<file path="src/rtl/int_coalescer_if.sv">
// Signal bundle between the interrupt coalescer, its event/config source and the router lane.
// master = event/config/router side, slave = coalescer.
interface int_coalescer_if #(
    parameter int CNT_WIDTH = 16,
    parameter int TMR_WIDTH = 16
);
    logic                 event_valid;
    logic                 cfg_valid;
    logic                 cfg_ready;
    logic [CNT_WIDTH-1:0] cfg_threshold;
    logic [TMR_WIDTH-1:0] cfg_timeout;
    logic                 int_valid;
    logic                 int_ready;
    logic [CNT_WIDTH-1:0] pending_count;
    logic [CNT_WIDTH-1:0] stat_last_count;
    logic                 stat_last_ovf;
    logic [31:0]          stat_batches;

    modport master (
        output event_valid, cfg_valid, cfg_threshold, cfg_timeout, int_ready,
        input  cfg_ready, int_valid, pending_count, stat_last_count, stat_last_ovf, stat_batches
    );

    modport slave (
        input  event_valid, cfg_valid, cfg_threshold, cfg_timeout, int_ready,
        output cfg_ready, int_valid, pending_count, stat_last_count, stat_last_ovf, stat_batches
    );
endinterface

</file>
<file path="src/rtl/int_coalescer.sv">
// Event-count / idle-timeout interrupt coalescer feeding one router interrupt lane.
//   state   | meaning
//   S_IDLE  | no events in batch, no request
//   S_ACCUM | batch open, timer running
//   S_FIRE  | int_valid high, waiting for int_ready
module int_coalescer #(
    parameter int CNT_WIDTH = 16,
    parameter int TMR_WIDTH = 16
) (
    input logic            clk,
    input logic            reset,
    int_coalescer_if.slave bus
);
    typedef enum logic [1:0] {
        S_IDLE  = 2'd0,
        S_ACCUM = 2'd1,
        S_FIRE  = 2'd2
    } state_t;

    localparam logic [CNT_WIDTH-1:0] CNT_ONE = CNT_WIDTH'(1);
    localparam logic [CNT_WIDTH-1:0] CNT_MAX = '1;
    localparam logic [TMR_WIDTH-1:0] TMR_ONE = TMR_WIDTH'(1);
    localparam logic [TMR_WIDTH-1:0] TMR_MAX = '1;

    state_t               state, state_nxt;
    logic [CNT_WIDTH-1:0] thr, thr_eff, count, count_inc, last_count;
    logic [TMR_WIDTH-1:0] tmo, timer;
    logic                 ovf, last_ovf, thr_hit, tmo_hit;
    logic [31:0]          batches;

    assign thr_eff   = (thr == '0) ? CNT_ONE : thr;
    assign thr_hit   = (count >= thr_eff);
    assign tmo_hit   = (tmo != '0) && (timer >= tmo);
    assign count_inc = (count == CNT_MAX) ? CNT_MAX : count + CNT_ONE;

    assign bus.cfg_ready       = 1'b1;
    assign bus.int_valid       = (state == S_FIRE);
    assign bus.pending_count   = count;
    assign bus.stat_last_count = last_count;
    assign bus.stat_last_ovf   = last_ovf;
    assign bus.stat_batches    = batches;

    always_ff @(posedge clk) begin
        if (reset) state <= S_IDLE;
        else       state <= state_nxt;
    end

    always_comb begin
        state_nxt = state;
        case (state)
            S_IDLE:  if (bus.event_valid) state_nxt = S_ACCUM;
            S_ACCUM: if (thr_hit || tmo_hit) state_nxt = S_FIRE;
            S_FIRE:  if (bus.int_ready) state_nxt = bus.event_valid ? S_ACCUM : S_IDLE;
            default: state_nxt = S_IDLE;
        endcase
    end

    always_ff @(posedge clk) begin
        if (reset) begin
            thr <= CNT_ONE;
            tmo <= '0;
        end else if (bus.cfg_valid) begin
            thr <= bus.cfg_threshold;
            tmo <= bus.cfg_timeout;
        end
    end

    // ovf marks an event lost because the counter was already pinned at all-ones
    always_ff @(posedge clk) begin
        if (reset) begin
            count      <= '0;
            timer      <= '0;
            ovf        <= 1'b0;
            last_count <= '0;
            last_ovf   <= 1'b0;
            batches    <= '0;
        end else begin
            case (state)
                S_IDLE: begin
                    if (bus.event_valid) begin
                        count <= CNT_ONE;
                        timer <= '0;
                        ovf   <= 1'b0;
                    end
                end
                S_ACCUM: begin
                    if (timer != TMR_MAX) timer <= timer + TMR_ONE;
                    if (bus.event_valid) begin
                        count <= count_inc;
                        if (count == CNT_MAX) ovf <= 1'b1;
                    end
                end
                S_FIRE: begin
                    if (bus.int_ready) begin
                        last_count <= count;
                        last_ovf   <= ovf;
                        batches    <= batches + 32'd1;
                        ovf        <= 1'b0;
                        timer      <= '0;
                        count      <= bus.event_valid ? CNT_ONE : '0;
                    end else if (bus.event_valid) begin
                        count <= count_inc;
                        if (count == CNT_MAX) ovf <= 1'b1;
                    end
                end
                default: ;
            endcase
        end
    end
endmodule

</file>
<file path="src/flat_wrapper.sv">
// flat-port wrapper written by rule: the top's interface ports become plain ports
module int_coalescer_flat 
#(
    parameter int CNT_WIDTH = 16,
    parameter int TMR_WIDTH = 16
)
  (clk, reset, bus_event_valid, bus_cfg_valid, bus_cfg_threshold, bus_cfg_timeout, bus_int_ready, bus_cfg_ready, bus_int_valid, bus_pending_count, bus_stat_last_count, bus_stat_last_ovf, bus_stat_batches);
  int_coalescer_if #(.CNT_WIDTH(CNT_WIDTH), .TMR_WIDTH(TMR_WIDTH)) bus_i ();
  input logic clk;
  input logic reset;
  input wire logic [$bits(bus_i.event_valid)-1:0] bus_event_valid;
  input wire logic [$bits(bus_i.cfg_valid)-1:0] bus_cfg_valid;
  input wire logic [$bits(bus_i.cfg_threshold)-1:0] bus_cfg_threshold;
  input wire logic [$bits(bus_i.cfg_timeout)-1:0] bus_cfg_timeout;
  input wire logic [$bits(bus_i.int_ready)-1:0] bus_int_ready;
  output wire logic [$bits(bus_i.cfg_ready)-1:0] bus_cfg_ready;
  output wire logic [$bits(bus_i.int_valid)-1:0] bus_int_valid;
  output wire logic [$bits(bus_i.pending_count)-1:0] bus_pending_count;
  output wire logic [$bits(bus_i.stat_last_count)-1:0] bus_stat_last_count;
  output wire logic [$bits(bus_i.stat_last_ovf)-1:0] bus_stat_last_ovf;
  output wire logic [$bits(bus_i.stat_batches)-1:0] bus_stat_batches;
  assign bus_i.event_valid = bus_event_valid;
  assign bus_i.cfg_valid = bus_cfg_valid;
  assign bus_i.cfg_threshold = bus_cfg_threshold;
  assign bus_i.cfg_timeout = bus_cfg_timeout;
  assign bus_i.int_ready = bus_int_ready;
  assign bus_cfg_ready = bus_i.cfg_ready;
  assign bus_int_valid = bus_i.int_valid;
  assign bus_pending_count = bus_i.pending_count;
  assign bus_stat_last_count = bus_i.stat_last_count;
  assign bus_stat_last_ovf = bus_i.stat_last_ovf;
  assign bus_stat_batches = bus_i.stat_batches;
  int_coalescer #(.CNT_WIDTH(CNT_WIDTH), .TMR_WIDTH(TMR_WIDTH)) u_core (.clk(clk), .reset(reset), .bus(bus_i));
endmodule
</file>
<file path="config.mk">
export PLATFORM = sky130hd
export DESIGN_NAME = int_coalescer_flat
export DESIGN_NICKNAME = d
export VERILOG_FILES = /design/src/rtl/int_coalescer_if.sv /design/src/rtl/int_coalescer.sv /design/src/flat_wrapper.sv
export SDC_FILE = /design/constraint.sdc
export NUM_CORES = 1
export LEC_CHECK = 0
export CAP_MARGIN = 30
export CORE_MARGIN = 2
export CORE_UTILIZATION = 53
export CTS_CLUSTER_DIAMETER = 50
export DETAILED_ROUTE_END_ITERATION = 8
export HOLD_SLACK_MARGIN = 0.1
export PLACE_DENSITY = 0.82
export SYNTH_ARGS = -nofsm -noshare
export SYNTH_HDL_FRONTEND = slang
export SYNTH_SLANG_ARGS = --single-unit
</file>
<file path="constraint.sdc">
create_clock -name clk -period 2.6 [get_ports clk]
set_clock_uncertainty 0.1 [all_clocks]
set_input_delay 0.78 -clock clk [delete_from_list [all_inputs] [get_ports clk]]
set_output_delay 0.78 -clock clk [all_outputs]
set_load 0.05 [all_outputs]
</file>
==> key figures, run 1 <==
Route
  – Routed WL: between 15000 and 20000 um
  – Via Count: 5539
  – Post-route ant nets: 0
  – First-pass DRT Iterations: 6
  – DRC: 0
  – Post-DR vias/cell: about 5.6
  – Drt first-iter violations: 328
  – Drt wl/cell: approximately 16 um

Cells and area
  – Final nets: roughly 910
  – Design area: 7840 sq um
  – Layout area overhead: 36.4%
  – Most common cell after layout, fill and taps aside: dfxtp_1
  – Most frequent cells in the layout: dfxtp_1 (116), nor2_1 (101), nand2_1 (68), a21oi_1 (57), buf_4 (54)
  – Layout cells sized above 1: 11.8%
  – Diode count: 0

Worst setup path
  – Setup CP Type: register to output port
  – Crit. End Element: output port
  – WP data arrival: ~1700 ps
  – CP top delay family: buffers and inverters
  – Crit path buffers/inverters: 1
  – Crit-path cells: clkdlybuf4s50_1
  – Slowest cell on the critical path: clkdlybuf4s50_1
  – CP peak stage delay: 810 ps
  – CP Data Required Time: approximately 1700 ps
  – CP startpoint kind: register
  – Worst Path Max Fanout: 2
  – Worst r2r path cells: 9
  – WP depth: 1

Global routing
  – Total grt overflow: 0
  – First-pass GRT wire length: approximately 26000 um
  – Largest net degree at the start of global routing: 36
  – GR Util All Layers: around 28%
  – Initial antenna violation count: 0
  – Number of global-route vias before repair: about 5600

Clock network
  – Root buf cell: clkbuf_8
  – Number of H-tree levels: 4
  – CTS max path bufs: 2
  – Clk slew on worst S/H paths: ~60 ps
  – Clock Latency Late Sink: about 520 ps
  – CTS Sinks: 116
  – CTS tree: done
  – Number of CTS-inserted buffers: 17

Floorplanning
  – Starting density of the core: between 50% and 60%
  – Core area: 10700 sq um
  – Die width: between 100 and 150 um
  – Row count: 38
  – DIE AREA: around 12000 sq um
  – Num ports: 104
  – Die Ht: 108 um

Placed design
  – Placed wire-length estimate: approximately 11000 um
  – Cell Area, Placed: slightly above 7000 sq um
  – GP Congestion: 0.846
  – IO buf count: around 100
  – Dpl ws: -280 ps

Synthesis
  – Mapped Cells: between 600 and 700
  – Synth unique cells: between 40 and 50
  – Synthesized area per cell: 8.37 sq um
  – Ys Warns: 0
  – Synthesized area: approximately 5700 sq um
  – Dominant synthesized flop cell: dfxtp_1
  – EDFF count, synth: 0
  – Asr flop ratio synth: 0%
  – Syn nets: between 700 and 800
  – Flop and latch count out of synthesis: roughly 120
  – Register area share after synthesis: 40.4%

STA
  – Max-slew violations: 0
  – Tmin final: 2550 ps
  – Setup violators final: 0
  – Unrepaired setup endpoints after global routing: yes
  – Worst-margin pin slew: between 800 and 900 ps
  – Final Hold Violating Endpoints: 0
  – Final setup margin: around 50 ps
  – Fmax achieved: slightly below 0.4 GHz
  – Period utilisation layout: a little over nine tenths
  – Final TNS setup: 0 ps
  – Hold slack: 352 ps
  – Relative slew slack: between 40% and 50%

Job
  – Max cap viols: 0

Pwr
  – VDD IR max: 0.451 mV
  – Pwr/cell area: 675 nW/um^2
  – Tot Pwr: between 0.005 and 0.006 W
  – Leakage power total: roughly 3.4 nW

Worst hold path
  – Hold WC Path Type: register to register
  – Worst Hold Path Cells: 2

Status
  – Run status: finished clean
==> repair_timing <==
item | 4_1_cts | 5_1_grt
gates resized for setup | 46 | 6
hold endpoints to repair | 0 | 0
hold buffers | 0 | 0
endpoints found under the setup margin | 45 | 4
pin swaps | 1 | 1
setup buffers | 0 | 1
==> metal layers <==
layer | vias to the layer above | wire length (um) | GRT usage (%)
met5 | - | 0 | 0
met2 | 197 | 7710 | 48.0
met1 | 2605 | 6290 | 30.3
met4 | 0 | 580 | 16.0
li1 | 2682 | - | -
met3 | 55 | 893 | 7.11
==> logic make-up after synthesis <==
logic type | count (synthesis) | share of synthesized area (%)
flops | 116 | 40.4
mux | 34 | 5.94
simple gates | 280 | 22.8
buf+inv | 67 | 4.61
other cells | 1 | 0.0652
fa+ha+maj | 40 | 8.71
compound gates | 109 | 11.4
xor+xnor | 40 | 6.09
==> area by class of cell <==
cell class,count,area (sq um)
clock inverter,14,179
inverter,38,143
multi-input combinational,504,3200
clock buffer,18,428
timing repair buffer,157,1400
fill,800,2860
tap,140,175
sequential,116,2320
==> power breakdown <==
group	switching (W)	internal, W	total [W]
clock network	0.000878	0.00149	0.00237
logic	0.000556	0.000438	0.000994
registers	0.0000841	0.00184	0.00193
==> registers in the layout, summed over array words and instances, names as in the netlist <==
register	cells
u_core.timer	16
u_core.ovf	1
u_core.bus.pending_count	16
u_core.thr	16
u_core.bus.stat_batches	32
u_core.tmo	16
u_core.bus.stat_last_ovf	1
u_core.state	2
u_core.bus.stat_last_count	16
==> synth_stat cells, types with 2 or more instances <==
library cell / n / area (sq um)
dfxtp_1: 116 / 2320
nor2_1: 101 / 379
nand2_1: 68 / 255
a21oi_1: 57 / 285
ha_1: 40 / 500
inv_1: 38 / 143
mux2i_1: 33 / 330
xor2_1: 30 / 263
nand3_1: 28 / 140
o21ai_0: 22 / 110
nand4_1: 21 / 131
clkbuf_1: 19 / 71.3
nor3_1: 16 / 80.1
nor4_1: 10 / 62.6
xnor2_1: 10 / 87.6
or3_1: 8 / 50.1
a31oi_1: 6 / 37.5
buf_1: 6 / 22.5
nor2b_1: 6 / 37.5
and3_1: 5 / 31.3
and4_1: 5 / 43.8
nand2b_1: 5 / 31.3
a211o_1: 4 / 35.0
a211oi_1: 4 / 30.0
a21o_1: 3 / 22.5
a2111oi_0: 2 / 17.5
and2_1: 2 / 12.5
buf_2: 2 / 10.0
==> path summary, 6_finish.rpt <==
check                           slack, ps                             to                          start
worst max register to register         90                u_core.state[0]                  u_core.thr[3]
worst max-delay path                   50           bus_pending_count[6]    u_core.bus.pending_count[6]
worst min register to register        350  u_core.bus.stat_last_count[5]  u_core.bus.stat_last_count[5]
worst min-delay path                  350  u_core.bus.stat_last_count[5]  u_core.bus.stat_last_count[5]
==> per-stage QoR <==
stage	cells	util [%]
floorplan	687	-
global placement	954	67.7
detailed placement	954	67.7
CTS	986	73.1
global route	987	73.3
finish	987	73.3
(Power assumes the default switching activity.)
==> inputs of run 2 (changes only) <==
CORE_ASPECT_RATIO = 0.75   (was unset)
SETUP_SLACK_MARGIN = 0.3   (was unset)
clock period = 2.9 ns   (was 2.6 ns; I/O delays follow)
==> key figures, run 2 (synthesis gave the netlist of run 1 again) <==
Status
  – Run status: finished clean

Placed design
  – Placed wire-length estimate: roughly 11000 um
  – Cell Area, Placed: a little over 7000 sq um
  – GP Congestion: roughly 0.94
  – IO buf count: slightly above 100
  – Dpl ws: -48.1 ps
  – Dpl cells: 936

Pwr
  – Clk pwr share: between 40% and 50%
  – Int Pwr: 0.00321 W
  – Reg power frac: 38.3%
  – Leakage power total: 3.36 nW
  – Switching share of power: approximately 29%
  – Tot Pwr: roughly 0.0045 W
  – Switching Power: ~0.0013 W
  – VDD IR max: ~0.43 mV
  – Comb pwr share: between 10% and 20%
  – Pwr/cell area: between 500 and 600 nW/um^2

Clock network
  – Number of CTS-inserted buffers: 17
  – Clk slew on worst S/H paths: around 50 ps
  – Root buf cell: clkbuf_16
  – Hold_buf cts: 0
  – Clock Latency Late Sink: a little over 400 ps
  – CTS Sinks: 116
  – CTS tree: done
  – Number of H-tree levels: 4
  – CTS max path bufs: 2

Floorplanning
  – Die Ht: around 94 um
  – Num ports: 104
  – Die width: approximately 120 um
  – DIE AREA: 11700 sq um
  – Core area: about 10000 sq um
  – Row count: 32
  – Starting density of the core: a little under three fifths

Global routing
  – Number of global-route vias before repair: about 5200
  – GRT busiest layer: met2
  – Grt met1 use: between 30% and 40%
  – Largest net degree at the start of global routing: 44
  – Initial antenna violation count: 0
  – GR Layer Usage met3: about a tenth
  – Met2 global-route usage: 42.9%
  – Total grt overflow: 0
  – GR Util All Layers: a little over a quarter
  – First-pass GRT wire length: between 20000 and 30000 um

Cells and area
  – Max FFs per register: 32
  – Most common cell after layout, fill and taps aside: dfxtp_1
  – Layout cells sized above 1: around 9.7%
  – Final nets: around 900
  – Final Non-Filler Cells: between 900 and 1000
  – # fillers: 787
  – Layout area overhead: 33.0%
  – Diode count: 0
  – Most frequent cells in the layout: dfxtp_1 (116), nor2_1 (101), nand2_1 (68), a21oi_1 (57), clkdlybuf4s50_1 (53)
  – Design area: approximately 7600 sq um

Worst setup path
  – Slowest cell on the critical path: mux2_2
  – WP data arrival: roughly 2800 ps
  – CP startpoint kind: register
  – CP peak stage delay: around 370 ps
  – Worst Path Max Fanout: 3
  – CP Data Required Time: about 3100 ps
  – Setup CP Type: register to register
  – Crit-path cells: nor4_2 -> a41o_1 -> ha_1 -> nand2b_1 -> a21o_1 -> a31oi_1 -> o311ai_0 -> a2bb2oi_1 -> mux2_2
  – Crit. End Element: register

STA
  – Relative slew slack: 61.0%
  – Worst-margin pin slew: roughly 570 ps
  – Unrepaired setup endpoints after global routing: yes
  – Final setup margin: 326 ps
  – Fmax achieved: between 0.3 and 0.4 GHz
  – Tmin final: about 2600 ps
  – Period utilisation layout: 88.8%
  – Final Hold Violating Endpoints: 0
  – Max-slew violations: 0
  – Setup violators final: 0
  – Hold slack: 353 ps

Route
  – First-pass DRT Iterations: 5
  – Drt first-iter violations: around 370
  – Routed WL: approximately 15000 um
  – Drt wl/cell: approximately 16 um
  – Via Count: 5355
  – DRC: 0
  – Post-route ant nets: 0
  – Post-DR vias/cell: approximately 5.5

Worst hold path
  – Hold WC Path Type: register to register

Job
  – Max cap viols: 0
-- run 2: cell count changes in the layout (fill, tap and decap cells not counted), sizes merged, moves of 2 or more --
cell          before  now
buf               58   43
inv               40   38
clkbuf            18   22
dlygate4sd2       43   36
bufinv             3    1
dlymetal6s2s       3   10
-- run 2: worst max-delay path, delay by kind of cell, from the launching register on --
kind                     cells  cell delay (ps)
adder cells (fa/ha/maj)      1              220
flip-flops                   1              330
multiplexers                 1              370
AND/OR/NAND/NOR              2              460
AO/OA/AOI/OAI                5              980
-- run 2: repair_timing --
item | CTS | global route
setup endpoints to repair | 38 | 23
resized for setup | 37 | 14
hold endpoints to repair | 0 | 0
pin swaps | 1 | 2
setup buffers | 0 | 1
-- run 2: final timing paths --
kind	startpoint	slack (ps)	end	depth (start not counted)
min reg2reg	u_core.bus.stat_last_count[10]	350	u_core.bus.stat_last_count[10]	2
min	u_core.bus.stat_last_count[10]	350	u_core.bus.stat_last_count[10]	2
max	u_core.thr[9]	330	u_core.state[0]	9
max reg2reg	u_core.thr[9]	330	u_core.state[0]	9
-- run 2: per-stage QoR --
stage          setup TNS [ps]  utilization, %
2_1_floorplan               0               -
3_3_place_gp            -27.0            68.3
3_5_place_dp            -53.9            68.3
4_1_cts                     0            73.1
5_1_grt                     0            73.4
6_report                    0            73.4
-- run 2: per-layer routing --
metal / wire [um] / up-vias
met5: 0 / -
met4: 184 / 0
met3: 1300 / 19
met2: 6900 / 176
met1: 7060 / 2517
li1: - / 2643
-- run 2: area by class of cell --
| class | count | area, sq um | area share [%] |
|---|---|---|---|
| Timing Repair Buffer | 143 | 1290 | 16.9 |
| Sequential cell | 116 | 2320 | 30.4 |
| Clock inverter | 10 | 83.8 | 1.10 |
| Multi-Input combinational cell | 504 | 3170 | 41.5 |
| Inverter | 38 | 143 | 1.87 |
| Clock buffer | 21 | 460 | 6.02 |
| Tap cell | 136 | 170 | 2.23 |
-- run 2: power by group through the flow --
stage | combinational (W) | sequential [W] | clock, W
CTS | 0.000829 | 0.00172 | 0.00195
floorplan | 0.000499 | 0.00178 | 0
global placement | 0.000802 | 0.00175 | 0
detailed placement | 0.000830 | 0.00175 | 0
finish | 0.000836 | 0.00172 | 0.00193
global route | 0.000920 | 0.00173 | 0.00203
==> inputs of run 3 (changes only) <==
CORE_MARGIN = unset   (was 2)
==> key figures, run 3 (synthesis gave the netlist of run 1 again) <==
Status
  – Run status: finished clean

Global routing
  – GR Util All Layers: 29.1%
  – Initial antenna violation count: 0
  – Total grt overflow: 0
  – First-pass GRT wire length: approximately 25000 um
  – Number of global-route vias before repair: 5232
  – Largest net degree at the start of global routing: 44

Worst setup path
  – WP data arrival: ~1600 ps
  – Worst Path Max Fanout: 2
  – Crit. End Element: output port
  – Crit path buffers/inverters: 1
  – CP peak stage delay: 810 ps
  – CP Data Required Time: between 1500 and 2000 ps
  – Setup CP Type: register to output port
  – Crit-path cells: clkdlybuf4s50_1
  – CP startpoint kind: register
  – Slowest cell on the critical path: clkdlybuf4s50_1
  – CP top delay family: buffers and inverters

Placed design
  – GP Congestion: a little under 0.9
  – Dpl cells: a little over 900
  – Placed wire-length estimate: 11400 um
  – IO buf count: between 100 and 150

Cells and area
  – # fillers: between 700 and 800
  – Diode count: 0
  – Most frequent cells in the layout: dfxtp_1 (116), nor2_1 (101), nand2_1 (68), a21oi_1 (57), clkdlybuf4s50_1 (56)
  – Layout area overhead: 35.1%
  – Final nets: approximately 890
  – Max FFs per register: 32
  – Most common cell after layout, fill and taps aside: dfxtp_1
  – Layout cells sized above 1: approximately a tenth
  – Final Non-Filler Cells: 966

STA
  – Unrepaired setup endpoints after global routing: no
  – Hold slack: 356 ps
  – Worst-margin pin slew: roughly 670 ps
  – Relative slew slack: between 50% and 60%
  – Max-slew violations: 0
  – Fmax achieved: roughly 0.4 GHz
  – Final Hold Violating Endpoints: 0
  – Period utilisation layout: 88.4%
  – Setup violators final: 0
  – Tmin final: about 2600 ps

Clock network
  – Root buf cell: clkbuf_16
  – Number of CTS-inserted buffers: 17
  – CTS tree: done
  – CTS Sinks: 116
  – Clk slew on worst S/H paths: 60 ps
  – CTS max path bufs: 2
  – Number of H-tree levels: 4
  – Clock Latency Late Sink: roughly 420 ps
  – Hold_buf cts: 0

Worst hold path
  – Hold WC Path Type: register to register

Floorplanning
  – Core area: about 10000 sq um
  – Die width: 122 um
  – Starting density of the core: approximately 55%
  – Row count: 32
  – DIE AREA: around 11000 sq um
  – Die Ht: around 90 um
  – Num ports: 104

Pwr
  – Pwr/cell area: between 600 and 700 nW/um^2
  – VDD IR max: between 0.5 and 0.6 mV
  – Leakage power total: approximately 3.4 nW

Route
  – DRC: 0
  – Post-DR vias/cell: ~5.6
  – Via Count: about 5400
  – Drt first-iter violations: 390
  – Post-route ant nets: 0
  – Drt wl/cell: ~16 um
  – First-pass DRT Iterations: 5
  – Routed WL: around 16000 um

Job
  – Max cap viols: 0
## run 3: cell types whose count changed in the layout (fill, tap and decap cells not counted), moves of 3 or more
cell and delta:
clkinv_2 -4, buf_4 -5, dlygate4sd2_1 -3, bufinv_16 +4
clkinv_4 +3, clkdlybuf4s50_1 +3
## run 3: what timing repair did
item,CTS,global route
gates cloned,0,0
setup endpoints to repair,36,19
pin swaps,0,4
resized for setup,35,14
setup buffers,0,0
hold endpoints to repair,0,0
## run 3: final cells by class
type / count / area, sq um / share of cell area (%)
clock buffers: 17 / 425 / 5.48
clock inverters: 15 / 228 / 2.93
inverters: 38 / 143 / 1.84
multi-input cells: 504 / 3180 / 40.9
flip-flops and latches: 116 / 2320 / 29.9
well taps: 136 / 170 / 2.19
repair buffers: 140 / 1300 / 16.7
## run 3: path summary, 6_finish.rpt
kind                                 startpoint                             to  slack, ps  cells past startpoint
hold reg to reg   u_core.bus.stat_last_count[8]  u_core.bus.stat_last_count[8]        360                      2
hold / removal    u_core.bus.stat_last_count[8]  u_core.bus.stat_last_count[8]        360                      2
setup reg to reg                  u_core.thr[9]                u_core.state[0]        400                      9
setup / recovery    u_core.bus.pending_count[5]           bus_pending_count[5]        340                      1
## run 3: metrics by stage
stage | cell area, sq um | total power [W] | setup WS (ps) | TNS [ps] | utilization (%)
finish | 7760 | 0.00490 | 336 | 0 | 74.6
global route | 7760 | 0.00506 | 300 | 0 | 74.6
CTS | 7730 | 0.00489 | 229 | 0 | 74.3
detailed placement | 7120 | 0.00259 | -152 | -1020 | 68.4
global placement | 7120 | 0.00255 | -74.4 | -318 | 68.4
floorplan | 5750 | 0.00228 | 350 | 0 | -
## run 3: power breakdown
| group | switching [W] | internal, W |
|---|---|---|
| clock | 0.000797 | 0.00153 |
| sequential | 0.0000638 | 0.00165 |
| combinational | 0.000494 | 0.000361 |
| total | 0.00135 | 0.00354 |
## run 3: metal layers
layer | vias up | GRT usage, % | part of all wire [%]
met5 | - | 0 | 0
met4 | 0 | 11.1 | 1.5
met3 | 23 | 7.46 | 7.9
met2 | 207 | 46.0 | 45
met1 | 2550 | 37.7 | 45
li1 | 2659 | - | -
